## config.mk

```make
export PLATFORM = sky130hd
export DESIGN_NAME = mem_bus_arbiter
export DESIGN_NICKNAME = d
export VERILOG_FILES = /design/src/rtl/mem_bus_arbiter.sv
export SDC_FILE = /design/constraint.sdc
export NUM_CORES = 1
export LEC_CHECK = 0
export BUFFER_PORTS_ARGS = -buffer_cell sky130_fd_sc_hd__buf_2
export CORE_AREA = 5 5 307 309
export CTS_CLUSTER_DIAMETER = 150
export DETAILED_ROUTE_END_ITERATION = 12
export DIE_AREA = 0 0 312 314
export GPL_TIMING_DRIVEN = 0
export PLACE_DENSITY = 0.41
export SYNTH_ARGS = -nofsm -noshare
export SYNTH_HDL_FRONTEND = slang
export SYNTH_SLANG_ARGS = --single-unit
```

## constraint.sdc

```tcl
create_clock -name clk -period 7.4 [get_ports clk]
set_clock_uncertainty 0.2 [all_clocks]
set_input_delay 1.48 -clock clk [delete_from_list [all_inputs] [get_ports clk]]
set_output_delay 1.48 -clock clk [all_outputs]
set_load 0.005 [all_outputs]
```

## src/rtl/mem_bus_arbiter.sv

```systemverilog
// mem_bus_arbiter: round-robin share of one DRAM request port among NUM_REQ
// requesters, with single outstanding-read tracking and response routing.
//
// Ports:
//   clk, reset_n        clock, async active-low reset
//   req_valid/ready     per-requester handshake (ready one-hot or zero)
//   req_is_write        per-requester packet type (1 = write)
//   req_address/payload flattened per-requester packet fields
//   resp_valid/data     one-cycle read response to the owning requester
//   mem_req_*           packet toward DRAM, held until mem_req_ready
//   mem_source          index of the granted requester
//   mem_resp_*          DRAM read response (always accepted)
//   err_timeout         sticky: read response never arrived
//   err_unexpected      sticky: stray or mis-sourced response
module mem_bus_arbiter #(
  parameter int NUM_REQ      = 4,
  parameter int SRC_W        = 3,
  parameter int ADDR_W       = 64,
  parameter int DATA_W       = 64,
  parameter int RESP_TIMEOUT = 1024
) (
  input  logic                      clk,
  input  logic                      reset_n,
  input  logic [NUM_REQ-1:0]        req_valid,
  output logic [NUM_REQ-1:0]        req_ready,
  input  logic [NUM_REQ-1:0]        req_is_write,
  input  logic [NUM_REQ*ADDR_W-1:0] req_address,
  input  logic [NUM_REQ*DATA_W-1:0] req_payload,
  output logic [NUM_REQ-1:0]        resp_valid,
  output logic [DATA_W-1:0]         resp_data,
  output logic                      mem_req_valid,
  input  logic                      mem_req_ready,
  output logic                      mem_is_write,
  output logic [ADDR_W-1:0]         mem_address,
  output logic [DATA_W-1:0]         mem_payload,
  output logic [SRC_W-1:0]          mem_source,
  input  logic                      mem_resp_valid,
  input  logic [DATA_W-1:0]         mem_resp_data,
  input  logic [SRC_W-1:0]          mem_resp_source,
  output logic                      err_timeout,
  output logic                      err_unexpected
);

  localparam int NSLOT = 2**SRC_W;
  localparam int CNT_W = $clog2(RESP_TIMEOUT) + 1;
  localparam logic [CNT_W-1:0] CNT_LAST = CNT_W'(RESP_TIMEOUT - 1);
  localparam logic [SRC_W:0]   NREQ_X   = (SRC_W+1)'(NUM_REQ);
  localparam logic [SRC_W-1:0] LAST_REQ = SRC_W'(NUM_REQ - 1);

  typedef enum logic [1:0] {
    IDLE,
    ISSUE,
    WAIT_RESP
  } state_t;

  state_t state, state_nxt;

  logic [SRC_W-1:0] rr_ptr;
  logic [SRC_W-1:0] winner;
  logic [SRC_W-1:0] rr_nxt;
  logic [SRC_W-1:0] off;
  logic [SRC_W:0]   sum;
  logic             found;
  logic [2*NUM_REQ-1:0] dbl;
  logic [NUM_REQ-1:0]   rot;
  logic [CNT_W-1:0] cnt;

  logic take;
  logic deliver;
  logic to_hit;
  logic unexp;

  // Unpacked per-slot views padded to 2^SRC_W so a SRC_W-bit index is exact.
  logic [ADDR_W-1:0] addr_arr [NSLOT];
  logic [DATA_W-1:0] data_arr [NSLOT];
  logic [NSLOT-1:0]  wr_ext;

  for (genvar g = 0; g < NSLOT; g++) begin : g_slot
    if (g < NUM_REQ) begin : g_use
      assign addr_arr[g] = req_address[g*ADDR_W +: ADDR_W];
      assign data_arr[g] = req_payload[g*DATA_W +: DATA_W];
    end else begin : g_pad
      assign addr_arr[g] = '0;
      assign data_arr[g] = '0;
    end
  end

  assign wr_ext = NSLOT'(req_is_write);

  // Rotate valids so bit 0 is rr_ptr, take the first set bit, rotate back.
  always_comb begin
    dbl   = {req_valid, req_valid} >> rr_ptr;
    rot   = dbl[NUM_REQ-1:0];
    found = 1'b0;
    off   = '0;
    for (int k = 0; k < NUM_REQ; k++) begin
      if (!found && rot[k]) begin
        found = 1'b1;
        off   = SRC_W'(k);
      end
    end
    sum = {1'b0, rr_ptr} + {1'b0, off};
    if (sum >= NREQ_X) begin
      sum = sum - NREQ_X;
    end
    winner = sum[SRC_W-1:0];
    rr_nxt = (winner == LAST_REQ) ? '0 : winner + 1'b1;
  end

  always_comb begin
    state_nxt = state;
    take      = 1'b0;
    deliver   = 1'b0;
    to_hit    = 1'b0;
    unexp     = 1'b0;
    unique case (state)
      IDLE: begin
        unexp = mem_resp_valid;
        if (found) begin
          take      = 1'b1;
          state_nxt = ISSUE;
        end
      end
      ISSUE: begin
        unexp = mem_resp_valid;
        if (mem_req_ready) begin
          state_nxt = mem_is_write ? IDLE : WAIT_RESP;
        end
      end
      WAIT_RESP: begin
        if (mem_resp_valid) begin
          deliver   = 1'b1;
          unexp     = (mem_resp_source != mem_source);
          state_nxt = IDLE;
        end else if (cnt == CNT_LAST) begin
          to_hit    = 1'b1;
          state_nxt = IDLE;
        end
      end
      default: state_nxt = IDLE;
    endcase
  end

  // Gated by reset_n so the grant strobe drops at once under reset.
  assign req_ready = (take && reset_n)
                   ? (NUM_REQ'(1) << winner) : '0;
  assign mem_req_valid = (state == ISSUE);

  always_ff @(posedge clk or negedge reset_n) begin
    if (!reset_n) begin
      state <= IDLE;
    end else begin
      state <= state_nxt;
    end
  end

  always_ff @(posedge clk or negedge reset_n) begin
    if (!reset_n) begin
      rr_ptr         <= '0;
      cnt            <= '0;
      mem_is_write   <= 1'b0;
      mem_address    <= '0;
      mem_payload    <= '0;
      mem_source     <= '0;
      resp_valid     <= '0;
      resp_data      <= '0;
      err_timeout    <= 1'b0;
      err_unexpected <= 1'b0;
    end else begin
      resp_valid <= '0;
      if (take) begin
        mem_is_write <= wr_ext[winner];
        mem_address  <= addr_arr[winner];
        mem_payload  <= data_arr[winner];
        mem_source   <= winner;
        rr_ptr       <= rr_nxt;
      end
      if (state == ISSUE) begin
        cnt <= '0;
      end else if (state == WAIT_RESP) begin
        cnt <= cnt + 1'b1;
      end
      // A mis-sourced response still goes to the requester that issued it.
      if (deliver) begin
        resp_valid <= NUM_REQ'(1) << mem_source;
        resp_data  <= mem_resp_data;
      end
      if (unexp) begin
        err_unexpected <= 1'b1;
      end
      if (to_hit) begin
        err_timeout <= 1'b1;
      end
    end
  end

endmodule

```

==> flow_summary_export.csv, run 1 <==
group,metric,value,unit
routing,num_vias,11780,
global_routing,grtUsageTotal,0.1276,
floorplanning,dieArea,97970,um^2
sta,timing_worst_slew_pin_value,1.050,ns
clock_network,cts_inserted_buffers,29,
global_routing,grt-ovfl-total,0,
synthesis,syn-num-nets,1614,
floorplanning,start_util,0.1320,
critical_path,cp_slowest_cell,"buf_2",
clock_network,clock-root-buffer,"clkbuf_16",
final_layout,drive_gt1_frac,0.5872,
synthesis,ys_seq_elements,218,
sta,whs,0.2515,ns
final_layout,multi_input_area,6080,um^2
critical_path,crit_fanout,19,
pwr,swShare,0.4230,
sta,hold_viol_final,0,
critical_path,startpoint_type,"primary input",
status,status,"complete, no violations",
global_routing,grt_pass1_wl,92.46,mm
floorplanning,core,91110,um^2
routing,wl_per_cell,21.53,um
pwr,pwr-share-seq,0.227,
synthesis,synth_ff_type,"dfrtp_1",
placed_design,dp.cells,2996,
synthesis,synth.distinct_cells,46,
clock_network,cts_tree,"built",
synthesis,ys_seq_area_frac,0.4535,
critical_path,path_cells,"buf_2 -> nor2b_1 -> o21ai_0 -> a21oi_1 -> a221oi_1 -> o22ai_1 -> ha_1 -> inv_1 -> fa_1 -> clkbuf_1 -> buf_2 -> inv_1 -> ha_1 -> and4_1 -> buf_2",
clock_network,cts_buffer_depth,3,
sta,finalCritPeriodShare,0.9223,
sta,worst_slack,0.5746,ns
placed_design,hpwlAfterDp,55.46,mm
pwr,clkPwrFrac,0.159,
critical_path,cp_num_buf_inv,6,
pwr,p_leak,0.009104,uW
critical_path,path_common_cell,"buf_2",
synthesis,synth_warnings,0,
routing,drt_wl_total,65.84,mm
global_routing,grt_pass1_vias,12959,
synthesis,avgSynthCellArea,11.90,um^2
pwr,vdd_drop_max,0.2666,mV
routing,vias_per_cell,3.852,
synthesis,synth_cells,1011,
placed_design,globalplace.congestion,0.8597,
sta,max_freq,0.1465,GHz
final_layout,layoutNonFillerInstCount,3058,
placed_design,place_ws,-0.3148,ns
sta,drv_slew,0,
routing,dr.first_iter.drc_count,473,
routing,drc,0,
clock_network,insertion_delay,0.58,ns
synthesis,synth_edf_count,0,
clock_network,htree_levels,1,
critical_path,critical_path_class,"primary input to output port",
flow_run,cap_violations,0,
pwr,power.switching,3912,uW
hold_path,holdCritPathClass,"flop to flop",
critical_path,max_stage_delay,0.80,ns
final_layout,register_area,5455,um^2
clock_network,clk_pin_slew,0.05,ns
final_layout,fillCellCount,10188,
final_layout,area_growth,54.46,%
sta,setup_viol,0,
floorplanning,fp.dieH,314,um
sta,slew_headroom,0.3001,
synthesis,syn_area,12030,um^2
sta,rsz0062_at_grt,"false",
pwr,powerDensity,497.8,nW/um^2
synthesis,async_flop_share,1.000,
placed_design,io_buffers,797,
critical_path,arrival,5.15,ns
critical_path,crit_path_end_kind,"output port",
critical_path,crit_family,"buffers and inverters",
sta,finalCriticalPeriod,6.825,ns
sta,fin_setup_tns,0,ns
pwr,intPower,5337,uW
floorplanning,num_rows,111,
routing,dr.pass1.iters,5,
floorplanning,io_pins,798,
routing,ant_nets,0,
critical_path,cp.required,5.72,ns
pwr,pwr-share-comb,0.614,
global_routing,grt_antenna_before_repair,27,
floorplanning,fp.dieW,312,um
global_routing,grt_max_degree,95,
clock_network,clkSinkCount,218,
final_layout,layout.nets,2443,
==> path summary, 6_finish.rpt <==
path / start / endpoint / slack, ns / cells past startpoint
setup / recovery: req_valid[1] / req_ready[3] / 0.57 / 15
hold reg to reg: err_timeout / err_timeout / 0.25 / 1
min in group asynchronous: reset_n / resp_data[3] / 0.60 / 1
hold / removal: err_timeout / err_timeout / 0.25 / 1
setup reg to reg: rr_ptr[0] / mem_address[14] / 2.38 / 14
max in group asynchronous: reset_n / mem_payload[39] / 5.52 / 2
==> power groups by stage <==
| stage | Sequential [uW] | Clock [uW] | Combinational [uW] |
|---|---|---|---|
| 3_3_place_gp | 2110 | 0 | 5890 |
| 2_1_floorplan | 2130 | 0 | 3520 |
| 3_5_place_dp | 2110 | 0 | 5890 |
| 4_1_cts | 2100 | 1540 | 5880 |
| 6_report | 2100 | 1480 | 5670 |
| 5_1_grt | 2170 | 1580 | 6270 |
==> stage by stage <==
stage	total power, uW	cell area, um^2	utilization
2_1_floorplan	5655	12030	-
3_3_place_gp	7994	17500	0.1921
3_5_place_dp	8003	17570	0.1928
4_1_cts	9521	18560	0.2037
5_1_grt	10020	18580	0.2039
6_report	9249	18580	0.2039
==> cell usage in the layout, fill, tap and decap left out, drive strengths merged, types with 3 or more instances in the layout <==
cell type  instances
buf              839
nand2            273
dfrtp            218
o21ai            136
mux4             129
clkbuf            82
mux2              68
nor2              17
inv               13
ha                11
diode              9
xnor2              7
clkinv             7
o22ai              5
and4               5
nand2b             4
nor2b              4
a21oi              4
nand3              4
nand3b             3
bufinv             3
==> flip-flops by register name, summed over array words and instances, names as in the netlist, 2 cells and up <==
register     flops
cnt             11
mem_address     64
mem_payload     64
mem_source       3
resp_data       64
resp_valid       4
rr_ptr           3
state            2
==> logic make-up after synthesis <==
kind of cell | after synthesis | share of synthesized area
XOR/XNOR | 9 | 0.006553
buffers and inverters | 94 | 0.04108
AO/OA/AOI/OAI | 157 | 0.07031
flip-flops | 218 | 0.4535
adder cells (fa/ha/maj) | 12 | 0.01311
AND/OR/NAND/NOR | 322 | 0.1083
multiplexers | 199 | 0.3072
==> layout make-up <==
cell class	count	area share
clock inverters	14	0.008485
well taps	1186	0.07987
flip-flops and latches	218	0.2936
inverters	11	0.002222
clock buffers	40	0.04505
multi-input cells	699	0.3272
repair buffers	799	0.2182
diodes	9	0.001212
plain buffers	82	0.02418
==> routing by layer <==
metal / up-vias / track usage / wire length, um
met5: - / 0 / 21
met4: 4 / 0.03980 / 1874
met3: 95 / 0.03199 / 4327
met2: 493 / 0.2258 / 33230
met1: 5843 / 0.1528 / 26390
li1: 5345 / - / -
==> what timing repair did <==
action | in CTS | in global routing
hold buffers | 0 | 0
gates resized for setup | 0 | 0
setup buffers | 0 | 0
endpoints found under the setup margin | 2 | 0
==> cells in the mapped netlist (all sizes together), types with 2 or more instances <==
| library cell | number | area (um^2) |
|---|---|---|
| a21o | 2 | 15.01 |
| a21oi | 4 | 20.02 |
| a31o | 2 | 17.52 |
| and3 | 2 | 12.51 |
| and4 | 5 | 43.79 |
| buf | 41 | 289.0 |
| clkbuf | 42 | 163.9 |
| dfrtp | 218 | 5455 |
| ha | 11 | 137.6 |
| inv | 11 | 41.29 |
| mux2 | 68 | 769.5 |
| mux2i | 2 | 20.02 |
| mux4 | 129 | 2905 |
| nand2 | 273 | 1025 |
| nand2b | 4 | 25.02 |
| nand3 | 4 | 20.02 |
| nand3b | 3 | 22.52 |
| nand4 | 2 | 12.51 |
| nor2 | 17 | 63.81 |
| nor2b | 4 | 25.02 |
| nor4 | 2 | 12.51 |
| o21a | 2 | 15.01 |
| o21ai | 136 | 691.9 |
| o22ai | 5 | 31.28 |
| or2 | 2 | 12.51 |
| xnor2 | 7 | 61.31 |
| xor2 | 2 | 17.52 |
Note: power is estimated with default switching activity, not from simulation.
==> inputs of run 2 (changes only) <==
CELL_PAD_IN_SITES_DETAIL_PLACEMENT = 2   (was unset)
CELL_PAD_IN_SITES_GLOBAL_PLACEMENT = 2   (was unset)
CORE_AREA = 5 5 304 306   (was 5 5 307 309)
DIE_AREA = 0 0 309 311   (was 0 0 312 314)
PLACE_DENSITY = 0.58   (was 0.41)
==> run 2 against run 1 <==
Flip-flop and latch count unchanged; fmax down 1.5%; die area down 1.9%; final area down 0.18%; sequential power about the same; worst setup slack worse by 0.11 ns; register-to-register slack about the same; critical path depth unchanged; clock power down 3%; sequential share of layout area up 0.054 points; final cell count down 0.20%; critical path type unchanged; highest routed layer unchanged.
==> flow_summary_export.csv, run 2 (synthesis results as in run 1) <==
group,metric,value,unit
routing,wl_met2,35.37,mm
sta,max_freq,0.1443,GHz
floorplanning,io_pins,798,
pwr,vdd_drop_max,0.2698,mV
critical_path,arrival,5.25,ns
placed_design,hpwlAfterDp,58.68,mm
floorplanning,dieArea,96100,um^2
clock_network,cts-hold-fix-buffers,0,
final_layout,drive_gt1_frac,0.5846,
hold_path,holdCritPathClass,"flop to flop",
clock_network,cts_buffer_depth,3,
critical_path,crit_fanout,19,
clock_network,post_cts_buffers,0,
sta,timing_worst_slew_pin_value,0.9884,ns
sta,rsz0062_at_grt,"false",
pwr,p_leak,0.009072,uW
routing,vias_per_cell,3.936,
sta,setup_viol,0,
flow_run,cap_violations,0,
routing,route.met3.wl,5.849,mm
final_layout,layout.nets,2444,
floorplanning,num_rows,110,
pwr,clkPwrFrac,0.154,
floorplanning,fp.dieH,311,um
sta,slew_headroom,0.3411,
final_layout,final_common_cell,"buf_2",
clock_network,clock-root-buffer,"clkbuf_16",
routing,wl_per_cell,22.56,um
pwr,pwr-share-seq,0.230,
global_routing,grt-ovfl-total,0,
routing,ant_nets,0,
routing,drt-met1-wl,25.82,mm
critical_path,crit_path_end_kind,"output port",
final_layout,fin_area,18550,um^2
global_routing,grt_max_degree,107,
clock_network,insertion_delay,0.59,ns
routing,drt_wl_total,68.85,mm
routing,dr.first_iter.drc_count,405,
sta,drv_slew,0,
global_routing,grt_pass1_vias,14252,
pwr,swShare,0.4268,
clock_network,cts_tree,"built",
final_layout,final_cell_mix,"buf_2, nand2_1, dfrtp_1",
routing,dr.pass1.iters,4,
clock_network,cts_inserted_buffers,30,
global_routing,grtUsageTotal,0.1361,
critical_path,startpoint_type,"primary input",
sta,finalCritPeriodShare,0.9365,
clock_network,htree_levels,1,
pwr,power.switching,3945,uW
final_layout,area_growth,54.18,%
global_routing,grt_pass1_wl,97.61,mm
routing,num_vias,12014,
status,status,"complete, no violations",
final_layout,layoutNonFillerInstCount,3052,
placed_design,io_buffers,797,
pwr,pwr-share-comb,0.616,
routing,drc,0,
routing,top_layer_used,"met5",
placed_design,place_area,17550,um^2
clock_network,clk_pin_slew,0.05,ns
sta,whs,0.2539,ns
pwr,intPower,5299,uW
placed_design,dp.cells,2986,
pwr,powerDensity,498.4,nW/um^2
clock_network,cts_resized,0,
floorplanning,start_util,0.1347,
critical_path,cp.required,5.72,ns
final_layout,reg_top3,"mem_address x64, mem_payload x64, resp_data x64",
floorplanning,core,89320,um^2
critical_path,critical_path_class,"primary input to output port",
sta,finalCriticalPeriod,6.930,ns
sta,hold_viol_final,0,
clock_network,clkSinkCount,218,
global_routing,grt_antenna_before_repair,28,
placed_design,globalplace.congestion,0.8843,
floorplanning,fp.dieW,309,um
==> run 2: changes by cell type in the layout (fill, tap and decap cells not counted) <==
cell,before,now
clkbuf_1,41,45
clkinv_2,7,3
diode_2,9,15
inv_6,2,1
bufinv_16,3,2
clkinvlp_4,2,3
clkinv_8,0,1
clkbuf_8,7,4
clkbuf_16,29,30
==> run 2: worst paths after layout <==
| path | slack [ns] | to | cells after the start | startpoint |
|---|---|---|---|---|
| setup / recovery | 0.47 | req_ready[3] | 15 | req_valid[1] |
| hold / removal | 0.25 | err_timeout | 1 | err_timeout |
| setup reg to reg | 2.39 | mem_address[15] | 14 | rr_ptr[0] |
| hold reg to reg | 0.25 | err_timeout | 1 | err_timeout |
| max in group asynchronous | 5.59 | mem_payload[29] | 2 | reset_n |
| min in group asynchronous | 0.53 | resp_data[47] | 1 | reset_n |
==> run 2: area by class of cell <==
type	instances	area, um^2
Fill cell	10246	70780
Multi-Input combinational cell	699	6080
Sequential cell	218	5455
Timing Repair Buffer	799	4054
Tap cell	1176	1471
Clock buffer	42	835.8
Buffer	82	449.2
Clock inverter	10	122.6
Inverter	11	41.29
Antenna cell	15	37.54
==> run 2: routing by layer <==
metal	vias to the layer above	global-route usage
met5	-	0
met4	8	0.03681
met3	81	0.04342
met2	528	0.2491
met1	6057	0.1514
li1	5340	-
==> run 2: worst max-delay path, stage by stage <==
cell      delay [ns]
buf_2           0.13
nor2b_1         0.18
o21ai_0         0.14
a21oi_1         0.18
a221oi_1        0.08
o22ai_1         0.16
ha_1            0.20
inv_1           0.07
fa_1            0.60
clkbuf_1        0.36
buf_2           0.84
inv_1           0.19
ha_1            0.29
and4_1          0.19
buf_2           0.14
==> run 2: per-stage QoR <==
stage                     power [uW]  setup slack, ns  TNS (ns)  utilization
after CTS                       9536           0.4071         0       0.2072
after floorplan                 5655            1.732         0            -
final                           9244           0.4696         0       0.2076
after global routing           10010           0.1573         0       0.2074
after detailed placement        8066          -0.2481   -0.4110       0.1965
after global placement          7892          -0.6358    -2.230       0.1958
==> run 2: power groups by stage <==
stage | clock network [uW] | registers [uW] | logic (uW)
after floorplan | 0 | 2130 | 3520
after global placement | 0 | 2120 | 5770
after detailed placement | 0 | 2150 | 5920
after CTS | 1500 | 2140 | 5900
after global routing | 1540 | 2200 | 6270
final | 1430 | 2120 | 5690
==> inputs of run 3 (changes only) <==
CORE_AREA = 5 5 312 314   (was 5 5 304 306)
DIE_AREA = 0 0 317 319   (was 0 0 309 311)
clock period = 6.1 ns   (was 7.4 ns; I/O delays follow)
==> run 3 against run 2 <==
Sequential share of layout area shrank 0.52 points; global-route usage fell by 0.41 points; total power up 25%; count of clock-buffer cells in the layout down 5; sequential power up 22%; final cell count rose by 3.2%; combinational power up 22%; non-clock buffer count stayed put; first-iteration DRC count shrank 0.99%; register-to-register slack got worse by 0.76 ns; worst setup slack worse by 0.17 ns; largest power group unchanged; highest routed layer unchanged.
==> flow_summary_export.csv, run 3 (synthesis results as in run 1) <==
group,metric,value,unit
placed_design,io_buffers,797,
global_routing,grt-ovfl-total,0,
final_layout,area_growth,56.97,%
critical_path,cp.required,4.68,ns
sta,max_freq,0.1723,GHz
final_layout,reg_top3,"mem_address x64, mem_payload x64, resp_data x64",
floorplanning,fp.dieW,317,um
critical_path,cp_slowest_cell,"fa_1",
placed_design,hpwlAfterDp,60.37,mm
floorplanning,core,94300,um^2
sta,slew_headroom,0.4380,
floorplanning,num_rows,113,
global_routing,grtUsageTotal,0.1321,
final_layout,layout.nets,2445,
critical_path,crit_family,"buffers and inverters",
critical_path,critical_path_class,"primary input to output port",
critical_path,startpoint_type,"primary input",
clock_network,cts_inserted_buffers,31,
global_routing,grt_antenna_before_repair,38,
status,status,"complete, no violations",
sta,hold_viol_final,0,
pwr,powerDensity,611.8,nW/um^2
floorplanning,io_pins,798,
clock_network,post_cts_buffers,0,
critical_path,cp_num_buf_inv,6,
clock_network,cts_tree,"built",
clock_network,htree_levels,1,
clock_network,clk_pin_slew,0.06,ns
sta,finalCriticalPeriod,5.805,ns
global_routing,grt_pass1_wl,99.11,mm
routing,dr.first_iter.drc_count,401,
routing,ant_nets,0,
sta,rsz0062_at_grt,"false",
floorplanning,fp.dieH,319,um
critical_path,arrival,4.39,ns
clock_network,insertion_delay,0.60,ns
critical_path,path_cells,"buf_2 -> nor2b_1 -> o21ai_0 -> a21oi_1 -> a221oi_1 -> o22ai_1 -> ha_1 -> inv_1 -> fa_1 -> clkbuf_2 -> buf_12 -> inv_1 -> ha_1 -> and4_1 -> buf_2",
routing,wl_per_cell,22.37,um
sta,drv_slew,0,
pwr,p_leak,0.009176,uW
critical_path,max_stage_delay,0.61,ns
sta,timing_worst_slew_pin_value,0.8430,ns
routing,drt_wl_total,70.48,mm
routing,dr.pass1.iters,5,
routing,num_vias,12007,
global_routing,grt_max_degree,112,
routing,drc,0,
final_layout,final_common_cell,"buf_2",
sta,whs,0.2438,ns
pwr,vdd_drop_max,0.2592,mV
placed_design,globalplace.congestion,0.8435,
critical_path,crit_fanout,19,
floorplanning,dieArea,101100,um^2
routing,vias_per_cell,3.812,
clock_network,clock-root-buffer,"clkbuf_16",
sta,finalCritPeriodShare,0.9517,
floorplanning,start_util,0.1276,
global_routing,grt_pass1_vias,14255,
final_layout,finish.utilization,0.2002,
clock_network,cts_buffer_depth,3,
final_layout,final_cell_mix,"buf_2, nand2_1, dfrtp_1",
clock_network,clkSinkCount,218,
flow_run,cap_violations,0,
hold_path,holdCritPathClass,"primary input to asynchronous set/reset pin",
final_layout,drive_gt1_frac,0.5885,
critical_path,crit_path_end_kind,"output port",
sta,setup_viol,0,
## run 3: cell count changes in the layout (fill, tap and decap cells not counted), moves of 2 or more
cell	delta
clkbuf_1	-6
bufinv_16	+6
diode_2	+6
buf_2	-2
## run 3: metrics by stage
stage	std cells	total power [uW]	setup WS, ns	setup TNS (ns)	area, um^2
finish	3150	11550	0.2947	0	18880
global placement	3073	9569	-1.400	-106.71	17600
detailed placement	3075	9821	-1.405	-3.791	17670
global route	3140	12520	0.01881	0	18860
CTS	3129	11930	0.08273	0	18820
floorplan	1011	6860	0.9523	0	12030
## run 3: path summary, 6_finish.rpt
| kind | depth (start not counted) | slack [ns] | start | to |
|---|---|---|---|---|
| worst max-delay path | 15 | 0.29 | req_valid[1] | req_ready[3] |
| worst min-delay path | 1 | 0.24 | reset_n | resp_data[0] |
| worst max register to register | 14 | 1.63 | rr_ptr[0] | mem_address[15] |
| worst min register to register | 2 | 0.28 | mem_payload[60] | mem_payload[60] |
| max in group asynchronous | 2 | 4.58 | reset_n | mem_payload[25] |
| min in group clk | 2 | 0.28 | mem_payload[60] | mem_payload[60] |
## run 3: final cells by class
type | instances | area, um^2
Multi-Input combinational cell | 699 | 6080
Antenna cell | 21 | 52.55
Clock inverter | 18 | 320.3
Sequential cell | 218 | 5455
Buffer | 82 | 467.9
Inverter | 11 | 41.29
Fill cell | 10882 | 75420
Clock buffer | 37 | 828.3
Timing Repair Buffer | 799 | 4054
Tap cell | 1265 | 1583
## run 3: report_power, final
part	switching, uW	internal, uW
registers	410	2170
logic	3670	3260
clock network	746	1300
total	4830	6720
## run 3: layer usage
layer / GRT usage / share of wire
met4: 0.03715 / 0.024
met3: 0.04688 / 0.091
met1: 0.1456 / 0.37
met2: 0.2392 / 0.52
met5: 0 / 0.00078
## run 3: repair_timing
| action | 4_1_cts | 5_1_grt |
|---|---|---|
| resized for setup | 4 | 3 |
| setup endpoints to repair | 3 | 1 |
| hold buffers | 0 | 0 |
